$ cat src/rtl/exec_pkg.sv
// exec_pkg: opcode and state encodings plus decode helpers for exec_responder
// Exports op_e (12 legal opcodes, 12-15 illegal), state_e, is_branch(), writes_rd().
package exec_pkg;
  typedef enum logic [3:0] {
    OP_ADD = 4'd0, OP_SUB, OP_AND, OP_OR, OP_XOR, OP_SLL, OP_SRL, OP_SLT,
    OP_MUL, OP_BEQ, OP_BNE, OP_BLT
  } op_e;
  typedef enum logic [2:0] {S_IDLE, S_DECODE, S_EXEC, S_MULT, S_WB, S_DONE} state_e;
  function automatic logic is_branch(logic [3:0] op);
    return op == OP_BEQ || op == OP_BNE || op == OP_BLT;
  endfunction
  function automatic logic writes_rd(logic [3:0] op);
    return op <= OP_MUL;
  endfunction
endpackage

$ cat src/rtl/exec_mul_iter.sv
// exec_mul_iter: iterative shift-add multiplier, one multiplier bit per cycle
// Ports: clk, reset (sync, active-low), start_i loads a_i/b_i, busy_o high for
// XLEN cycles, last_o marks the final cycle, prod_o is the low XLEN product bits.
module exec_mul_iter #(
  parameter int XLEN = 32
) (
  input  logic            clk,
  input  logic            reset,
  input  logic            start_i,
  input  logic [XLEN-1:0] a_i,
  input  logic [XLEN-1:0] b_i,
  output logic            busy_o,
  output logic            last_o,
  output logic [XLEN-1:0] prod_o
);
  localparam int CW = $clog2(XLEN);
  logic [XLEN-1:0] a_q, b_q, acc_q;
  logic [CW-1:0]   cnt_q;
  logic            busy_q;
  // prod_o already folds in the current bit, so it is the full product while last_o
  assign prod_o = acc_q + (b_q[0] ? a_q : '0);
  assign last_o = cnt_q == CW'(XLEN - 1);
  assign busy_o = busy_q;
  always_ff @(posedge clk) begin
    if (!reset) begin
      a_q    <= '0;
      b_q    <= '0;
      acc_q  <= '0;
      cnt_q  <= '0;
      busy_q <= 1'b0;
    end else if (start_i) begin
      a_q    <= a_i;
      b_q    <= b_i;
      acc_q  <= '0;
      cnt_q  <= '0;
      busy_q <= 1'b1;
    end else if (busy_q) begin
      acc_q  <= prod_o;
      a_q    <= a_q << 1;
      b_q    <= b_q >> 1;
      cnt_q  <= cnt_q + 1'b1;
      busy_q <= !last_o;
    end
  end
endmodule

$ cat src/rtl/exec_responder.sv
// exec_responder: execute-side responder running ALU/MUL/branch ops for the sequencer
// Ports: clk, reset (sync, active-low), run (rise starts an op), op/rs1_val/rs2_val/
// imm/use_imm/rd_addr operands; rd_we/rd_waddr/rd_wdata register-file write;
// branch/err valid with the one-cycle done pulse; busy from DECODE through DONE.
module exec_responder
  import exec_pkg::*;
#(
  parameter int XLEN  = 32,
  parameter int RADDR = 5
) (
  input  logic             clk,
  input  logic             reset,
  input  logic             run,
  input  logic [3:0]       op,
  input  logic [XLEN-1:0]  rs1_val,
  input  logic [XLEN-1:0]  rs2_val,
  input  logic [XLEN-1:0]  imm,
  input  logic             use_imm,
  input  logic [RADDR-1:0] rd_addr,
  output logic             rd_we,
  output logic [RADDR-1:0] rd_waddr,
  output logic [XLEN-1:0]  rd_wdata,
  output logic             branch,
  output logic             done,
  output logic             busy,
  output logic             err
);
  localparam int SW = $clog2(XLEN);
  state_e           state_q;
  logic             run_q, rd_we_q, branch_q, done_q, err_q;
  logic [3:0]       op_q;
  logic [XLEN-1:0]  a_q, b_q, rd_wdata_q, alu_res, mul_prod;
  logic [RADDR-1:0] rd_q, rd_waddr_q;
  logic             mul_busy, mul_last, lt, br_d, wb_go;
  assign lt   = $signed(a_q) < $signed(b_q);
  assign br_d = is_branch(op_q) && (op_q == OP_BEQ ? a_q == b_q : op_q == OP_BNE ? a_q != b_q : lt);
  always_comb begin
    case (op_q)
      OP_ADD:  alu_res = a_q + b_q;
      OP_SUB:  alu_res = a_q - b_q;
      OP_AND:  alu_res = a_q & b_q;
      OP_OR:   alu_res = a_q | b_q;
      OP_XOR:  alu_res = a_q ^ b_q;
      OP_SLL:  alu_res = a_q << b_q[SW-1:0];
      OP_SRL:  alu_res = a_q >> b_q[SW-1:0];
      OP_SLT:  alu_res = {{(XLEN-1){1'b0}}, lt};
      default: alu_res = '0;
    endcase
  end
  exec_mul_iter #(.XLEN(XLEN)) u_mul (
    .clk     (clk),
    .reset   (reset),
    .start_i (state_q == S_DECODE && op_q == OP_MUL),
    .a_i     (a_q),
    .b_i     (b_q),
    .busy_o  (mul_busy),
    .last_o  (mul_last),
    .prod_o  (mul_prod)
  );
  // Result is latched on entry to WB so the write strobe is a registered output
  assign wb_go = state_q == S_EXEC || (state_q == S_MULT && mul_busy && mul_last);
  always_ff @(posedge clk) begin
    if (!reset) begin
      state_q    <= S_IDLE;
      run_q      <= 1'b0;
      op_q       <= '0;
      a_q        <= '0;
      b_q        <= '0;
      rd_q       <= '0;
      rd_we_q    <= 1'b0;
      rd_waddr_q <= '0;
      rd_wdata_q <= '0;
      branch_q   <= 1'b0;
      done_q     <= 1'b0;
      err_q      <= 1'b0;
    end else begin
      run_q    <= run;
      rd_we_q  <= 1'b0;
      branch_q <= 1'b0;
      done_q   <= 1'b0;
      err_q    <= 1'b0;
      if (wb_go && writes_rd(op_q) && rd_q != '0) begin
        rd_we_q    <= 1'b1;
        rd_waddr_q <= rd_q;
        rd_wdata_q <= state_q == S_MULT ? mul_prod : alu_res;
      end
      case (state_q)
        S_IDLE: if (run && !run_q) begin
          op_q    <= op;
          a_q     <= rs1_val;
          b_q     <= use_imm ? imm : rs2_val;
          rd_q    <= rd_addr;
          state_q <= S_DECODE;
        end
        S_DECODE: state_q <= op_q == OP_MUL ? S_MULT : S_EXEC;
        S_EXEC:   state_q <= S_WB;
        S_MULT:   if (wb_go) state_q <= S_WB;
        S_WB: begin
          state_q  <= S_DONE;
          done_q   <= 1'b1;
          branch_q <= br_d;
          err_q    <= op_q > OP_BLT;
        end
        default:  state_q <= S_IDLE;
      endcase
    end
  end
  assign busy     = state_q != S_IDLE;
  assign rd_we    = rd_we_q;
  assign rd_waddr = rd_waddr_q;
  assign rd_wdata = rd_wdata_q;
  assign branch   = branch_q;
  assign done     = done_q;
  assign err      = err_q;
endmodule
$ cat config.mk
export PLATFORM = sky130hd
export DESIGN_NAME = exec_responder
export DESIGN_NICKNAME = d
export VERILOG_FILES = /design/src/rtl/exec_pkg.sv /design/src/rtl/exec_mul_iter.sv /design/src/rtl/exec_responder.sv
export SDC_FILE = /design/constraint.sdc
export NUM_CORES = 1
export LEC_CHECK = 0
export BUFFER_PORTS_ARGS = -buffer_cell sky130_fd_sc_hd__buf_4
export CAP_MARGIN = 20
export CORE_AREA = 5 5 241 243
export CTS_CLUSTER_DIAMETER = 80
export DETAILED_ROUTE_END_ITERATION = 8
export DIE_AREA = 0 0 246 248
export PLACE_DENSITY_LB_ADDON = 0.3
export RECOVER_POWER = 50
export SYNTH_ARGS = -nofsm -noshare
export SYNTH_HDL_FRONTEND = slang
export SYNTH_SLANG_ARGS = --single-unit
$ cat constraint.sdc
create_clock -name clk -period 11.7 [get_ports clk]
set_clock_uncertainty 0.2 [all_clocks]
set_input_delay 2.34 -clock clk [delete_from_list [all_inputs] [get_ports clk]]
set_output_delay 2.34 -clock clk [all_outputs]
set_load 0.03 [all_outputs]
==> results of run 1 <==
flip-flops by register name, summed over array words and instances (netlist names):
register,cells
a_q,32
b_q,32
branch,1
done,1
err,1
op_q,4
rd_q,5
rd_waddr,5
rd_wdata,32
rd_we,1
run_q,1
state_q,3
u_mul.a_q,32
u_mul.acc_q,32
u_mul.b_q,32
u_mul.busy_o,1
u_mul.cnt_q,5
path summary, 6_finish.rpt:
path / endpoint / from / slack (ps)
worst max-delay path: rd_wdata[22]$_SDFFE_PN0P_ / reset / 4400
worst min register to register: rd_wdata[5]$_SDFFE_PN0P_ / rd_wdata[5]$_SDFFE_PN0P_ / 260
worst min-delay path: rd_wdata[5]$_SDFFE_PN0P_ / rd_wdata[5]$_SDFFE_PN0P_ / 260
worst max register to register: rd_wdata[23]$_SDFFE_PN0P_ / b_q[1]$_SDFFE_PN0P_ / 6140
kinds of logic after synthesis:
family | after synthesis | synth area share [%]
AO/OA/AOI/OAI | 754 | 25.9
XOR/XNOR | 55 | 2.50
adder cells (fa/ha/maj) | 151 | 9.91
buffers and inverters | 313 | 6.44
flip-flops | 220 | 22.8
multiplexers | 237 | 15.7
AND/OR/NAND/NOR | 730 | 16.8
cells in the mapped netlist (all sizes together), types with 15 or more instances:
cell | number | area share [%]
nor2 | 296 | 5.8
dfxtp | 220 | 23
nand2 | 219 | 4.3
a21oi | 218 | 5.7
mux2i | 180 | 9.3
clkbuf | 155 | 3.0
ha | 148 | 9.6
a211oi | 125 | 4.9
o21ai | 124 | 3.2
inv | 103 | 2.0
mux4 | 52 | 6.1
buf | 50 | 1.3
nor3 | 44 | 1.1
and2 | 42 | 1.4
xnor2 | 35 | 1.6
a21o | 27 | 1.1
o22ai | 24 | 0.78
a221oi | 23 | 1.0
a22oi | 23 | 0.89
o211ai | 22 | 0.88
a31oi | 21 | 0.68
o21bai | 20 | 0.78
xor2 | 20 | 0.91
nand3 | 19 | 0.49
nand2b | 17 | 0.55
nor2b | 16 | 0.52
o221ai | 15 | 0.68
per-layer routing:
layer / up-vias / GRT usage, % / part of all wire, %
met5: - / 0 / 0.014
met4: 2 / 11.0 / 4.4
met3: 169 / 4.06 / 7.7
met2: 979 / 44.2 / 44
met1: 9798 / 40.5 / 44
li1: 9018 / - / -
power by group through the flow:
| stage | clock network, mW | registers [mW] | logic, mW |
|---|---|---|---|
| after floorplan | 0 | 0.849 | 0.682 |
| after global placement | 0 | 0.881 | 1.05 |
| after detailed placement | 0 | 0.882 | 1.05 |
| after CTS | 0.890 | 0.866 | 1.05 |
| after global routing | 0.921 | 0.874 | 1.14 |
| final | 0.872 | 0.869 | 1.08 |
final cells by class:
type	instances	area, µm²	area share [%]
Multi-Input combinational cell	1927	13700	62.7
Sequential cell	220	4420	20.2
Timing Repair Buffer	208	1440	6.60
Tap cell	756	946	4.33
Clock buffer	34	753	3.45
Inverter	108	407	1.86
Clock inverter	14	166	0.762
Antenna cell	1	2.50	0.0115
tightest hold or removal path: stages (launching register included):
cell	delay, ps
dfxtp_1	310
nand2_1	50
a21oi_1	50
==> flow_summary_export.csv, run 1 <==
group,metric,value,unit
routing,via_count,20000,
synth,synth-seq-cells,220,
floorplanning,core,55700,µm²
floorplanning,io_pins,151,
sta,fin_crit_sh,62.4,%
routing,wl_per_cell,27.9,µm
pwr,comb_power_share,38.3,%
hold_path,hold_depth,2,
setup_path,endpoint_kind,"register",
routing,drt_iter0_drc,2253,
setup_path,reg2regPathDepth,12,
synth,synth_area,19300,µm²
cts,cts_tree,"yes",
finish,mostFrequentLayoutCells,"295 x nor2_1, 219 x nand2_1, 218 x a21oi_1",
cts,post-cts-setup-buffers,0,
synth,syn_avg_cell_area,7.84,µm²
setup_path,worst-path-buf-inv,3,
routing,drtPass1Iterations,7,
synth,synth.yosys.seq_area_share,22.8,%
placed_design,place_inst,3219,
sta,hold_viol_final,0,
floorplanning,die_w,246,µm
routing,drc,0,
sta,fin_crit,7300,ps
sta,worst_slew_pin_slew,3390,ps
synth,synth_edf_count,0,
cts,clkLatencyLatePin,600,ps
finish,finish.utilization,39.2,%
placed_design,placed_area,21000,µm²
sta,whs,262,ps
setup_path,crit_chain,"clkbuf_1 -> clkinvlp_2 -> clkbuf_1 -> nor2_1 -> nand2_1 -> a31oi_1 -> o2bb2ai_1",
setup_path,start_kind,"primary input",
finish,syn2layout_area_growth,13.1,%
floorplanning,num_rows,87,
cts,cts_resized,0,
synth,ys_types,86,
finish,mostFrequentLayoutCell,"nor2_1",
run_status,status,"finished, violations left",
sta,drv_slew,192,
synth,ys_dominant_reg_cell,"dfxtp_1",
pwr,ir_worst_vdd,0.0976,mV
setup_path,slowest_stage,"clkinvlp_2",
finish,fin_area,21800,µm²
grt,antenna_found_initial,2,
sta,setup_viol,0,
run,max_cap_viol_count,4,
sta,fmax,137,MHz
cts,numCtsBuffers,28,
floorplanning,start_util,34.6,%
finish,drive_gt1_share,12.5,%
setup_path,required,11990,ps
placed_design,place_ws,6360,ps
synth,ys_warn_count,0,
run_status,violations,"capacitance limit, slew limit",
routing,drtAntennaViolNets,0,
grt,grt_pass1_wl,132000,µm
setup_path,worstPathMaxFanout,47,
hold_path,hp-class,"reg -> reg",
cts,max-clock-path-buffers,3,
cts,postCtsHoldBufs,0,
placed_design,gp_congestion,1.05,
grt,grt_pass1_vias,18900,
sta,setup_ws,4400,ps
pwr,net-switching-power,1.17,mW
routing,via_per_inst,6.11,
cts,clk_pin_slew,60,ps
sta,slew_headroom,-126,%
placed_design,place_hpwl,69700,µm
floorplanning,die_area,61000,µm²
setup_path,slowest_delay,1680,ps
setup_path,crit_path_frequent_cell,"clkbuf_1",
routing,wirelength,91200,µm
grt,grtUsageTotal,28.6,%
synth,syn_inst,2460,
pwr,p_clk_share,30.9,%
setup_path,crit_cells,7,
synth,synth-async-reset-ratio,0,%
synth,syn-num-nets,2720,
pwr,power.total,2.82,mW
placed_design,port_buffers,150,
floorplanning,dieHeight,248,µm
pwr,leakagePower,8.44,nW
pwr,internal_power,1.65,mW
sta,rsz0062_at_grt,"false",
finish,nFillCells,5879,
grt,grt_start_max_net_pins,103,
finish,final_cells,3268,
setup_path,criticalPathCategory,"in -> reg",
cts,ctsHtreeMaxLevel,1,
setup_path,arrival,7590,ps
finish,fin_nets,2753,
setup_path,cp_top_family,"buffers and inverters",
grt,overflow,0,
pwr,switching_share,41.5,%
pwr,powerDensity,129,nW/µm²
cts,cts_num_sinks,220,
cts,cts_root_buffer,"clkbuf_16",
sta,setup_tns,0,ps
pwr,seqPwrFrac,30.8,%
(Power assumes the default switching activity.)
==> inputs of run 2 (changes only) <==
Clock period 11.7 ns to 7.1 ns, I/O delays scaled along.
==> run 2 against run 1 <==
Against the previous run:
- the run still ends with capacitance limit, slew limit left
- die area did not move
- non-clock buffer count fell by 8
- clock-buffer cell count rose by 2
- first-iteration DRC count rose by 1.6%
- sequential share of layout area rose by 0.051 points
- design area fell by 0.25%
- core utilization fell by 0.099 points
- register-to-register slack got worse by 3800 ps
- clock power rose by 75%
- largest cell class unchanged
==> flow_summary_export.csv, run 2 (same netlist as run 1, synthesis figures left out) <==
group,metric,value,unit
sta,setup_viol,0,
sta,fin_crit_sh,73.0,%
run_status,violations,"capacitance limit, slew limit",
placed_design,place_hpwl,68000,µm
sta,fmax,193,MHz
routing,wl_per_cell,26.9,µm
sta,rsz0062_at_grt,"false",
sta,fin_crit,5180,ps
sta,worst_slew_pin_slew,2580,ps
setup_path,r2r_slack,2380,ps
sta,slew_headroom,-71.8,%
cts,cts_root_buffer,"clkbuf_16",
cts,cts_resized,0,
sta,whs,249,ps
cts,numCtsBuffers,29,
finish,diodes,0,
setup_path,required,7160,ps
placed_design,port_buffers,150,
finish,final_cells,3262,
finish,nFillCells,5911,
grt,antenna_found_initial,1,
run_status,status,"finished, violations left",
cts,clkLatencyLatePin,590,ps
cts,cts_num_sinks,220,
grt,overflow,0,
cts,max-clock-path-buffers,3,
floorplanning,io_pins,151,
sta,hold_viol_final,0,
setup_path,reg2regPathDepth,12,
routing,drc,0,
routing,drtAntennaViolNets,0,
placed_design,gp_congestion,1.04,
setup_path,worstReg2RegEnd,"rd_wdata[26]$_SDFFE_PN0P_",
hold_path,hp-class,"reg -> reg",
floorplanning,die_w,246,µm
hold_path,min_to,"rd_wdata[5]$_SDFFE_PN0P_",
routing,drt_iter0_drc,2290,
pwr,ir_worst_vdd,0.168,mV
finish,mostFrequentLayoutCell,"nor2_1",
hold_path,hold_depth,2,
routing,wirelength,87900,µm
sta,setup_tns,0,ps
finish,mostFrequentLayoutCells,"295 x nor2_1, 219 x nand2_1, 218 x a21oi_1",
cts,ctsHtreeMaxLevel,1,
grt,grtUsageTotal,27.5,%
finish,fin_nets,2746,
hold_path,min_from,"rd_wdata[5]$_SDFFE_PN0P_",
pwr,leakagePower,8.38,nW
setup_path,r2r_start,"a_q[8]$_SDFFE_PN0P_",
cts,cts_tree,"yes",
sta,drv_slew,158,
floorplanning,start_util,34.6,%
floorplanning,die_area,61000,µm²
setup_path,endpoint_kind,"register",
routing,drtPass1Iterations,6,
setup_path,criticalPathCategory,"in -> reg",
finish,drive_gt1_share,11.8,%
setup_path,worstPathMaxFanout,69,
floorplanning,core,55700,µm²
grt,grt_start_max_net_pins,86,
floorplanning,num_rows,87,
setup_path,arrival,5240,ps
cts,clk_pin_slew,60,ps
cts,post-cts-setup-buffers,0,
grt,grt_pass1_vias,18500,
pwr,powerDensity,216,nW/µm²
finish,syn2layout_area_growth,12.8,%
cts,postCtsHoldBufs,0,
run,max_cap_viol_count,4,
routing,via_per_inst,6.04,
floorplanning,dieHeight,248,µm
routing,via_count,19700,
setup_path,start_kind,"primary input",
grt,grt_pass1_wl,127000,µm
placed_design,place_inst,3211,
run 2: cell count changes in the layout (fill, tap and decap cells not counted), sizes merged:
cell / before / now
buf: 176 / 155
bufinv: 2 / 3
clkbuf: 66 / 81
clkinv: 11 / 9
diode: 1 / 0
inv: 107 / 109
run 2: report_power, final:
| group | switching (mW) | total, mW | internal (mW) |
|---|---|---|---|
| clock network | 0.616 | 1.53 | 0.910 |
| logic | 1.16 | 1.74 | 0.581 |
| registers | 0.137 | 1.44 | 1.30 |
run 2: through the flow:
step	setup WS, ps	utilization [%]	area (µm²)	total power [mW]
2_1_floorplan	2980	-	19300	2.52
5_1_grt	1540	39.1	21800	4.88
3_3_place_gp	2570	37.6	21000	3.16
4_1_cts	2550	39.4	21900	4.70
6_report	1920	39.1	21800	4.70
3_5_place_dp	2580	37.6	21000	3.16
run 2: how the worst max path moves through the flow:
| stage | start | endpoint | slack (ps) | cells past startpoint |
|---|---|---|---|---|
| after floorplan | b_q[2]$_SDFFE_PN0P_ | rd_wdata[28]$_SDFFE_PN0P_ | 2980 | 17 |
| after global placement | b_q[0]$_SDFFE_PN0P_ | rd_wdata[6]$_SDFFE_PN0P_ | 2570 | 10 |
| after detailed placement | a_q[8]$_SDFFE_PN0P_ | rd_wdata[28]$_SDFFE_PN0P_ | 2580 | 12 |
| after CTS | a_q[8]$_SDFFE_PN0P_ | rd_wdata[26]$_SDFFE_PN0P_ | 2550 | 12 |
| after global routing | reset | a_q[9]$_SDFFE_PN0P_ | 1540 | 4 |
| final | reset | a_q[9]$_SDFFE_PN0P_ | 1920 | 4 |
run 2: critical path: stages:
cell and delay [ps]:
clkbuf_1 590, inv_4 860, clkbuf_1 1890, a21oi_1 410
run 2: area by class of cell:
class                      instances  area, µm²  area share [%]
clock buffer                      36        802            3.68
clock inverter                    15        178           0.816
sequential                       220       4420            20.3
tap                              756        946            4.34
timing repair buffer             200       1330            6.12
multi-input combinational       1927      13700            62.9
inverter                         108        408            1.87
run 2: layer usage:
layer,GRT usage [%],share of wire (%),up-vias
met4,12.0,5.3,0
met2,42.8,44,869
met5,0,0,-
met1,38.3,44,9652
met3,3.69,7.3,154
li1,-,-,9016
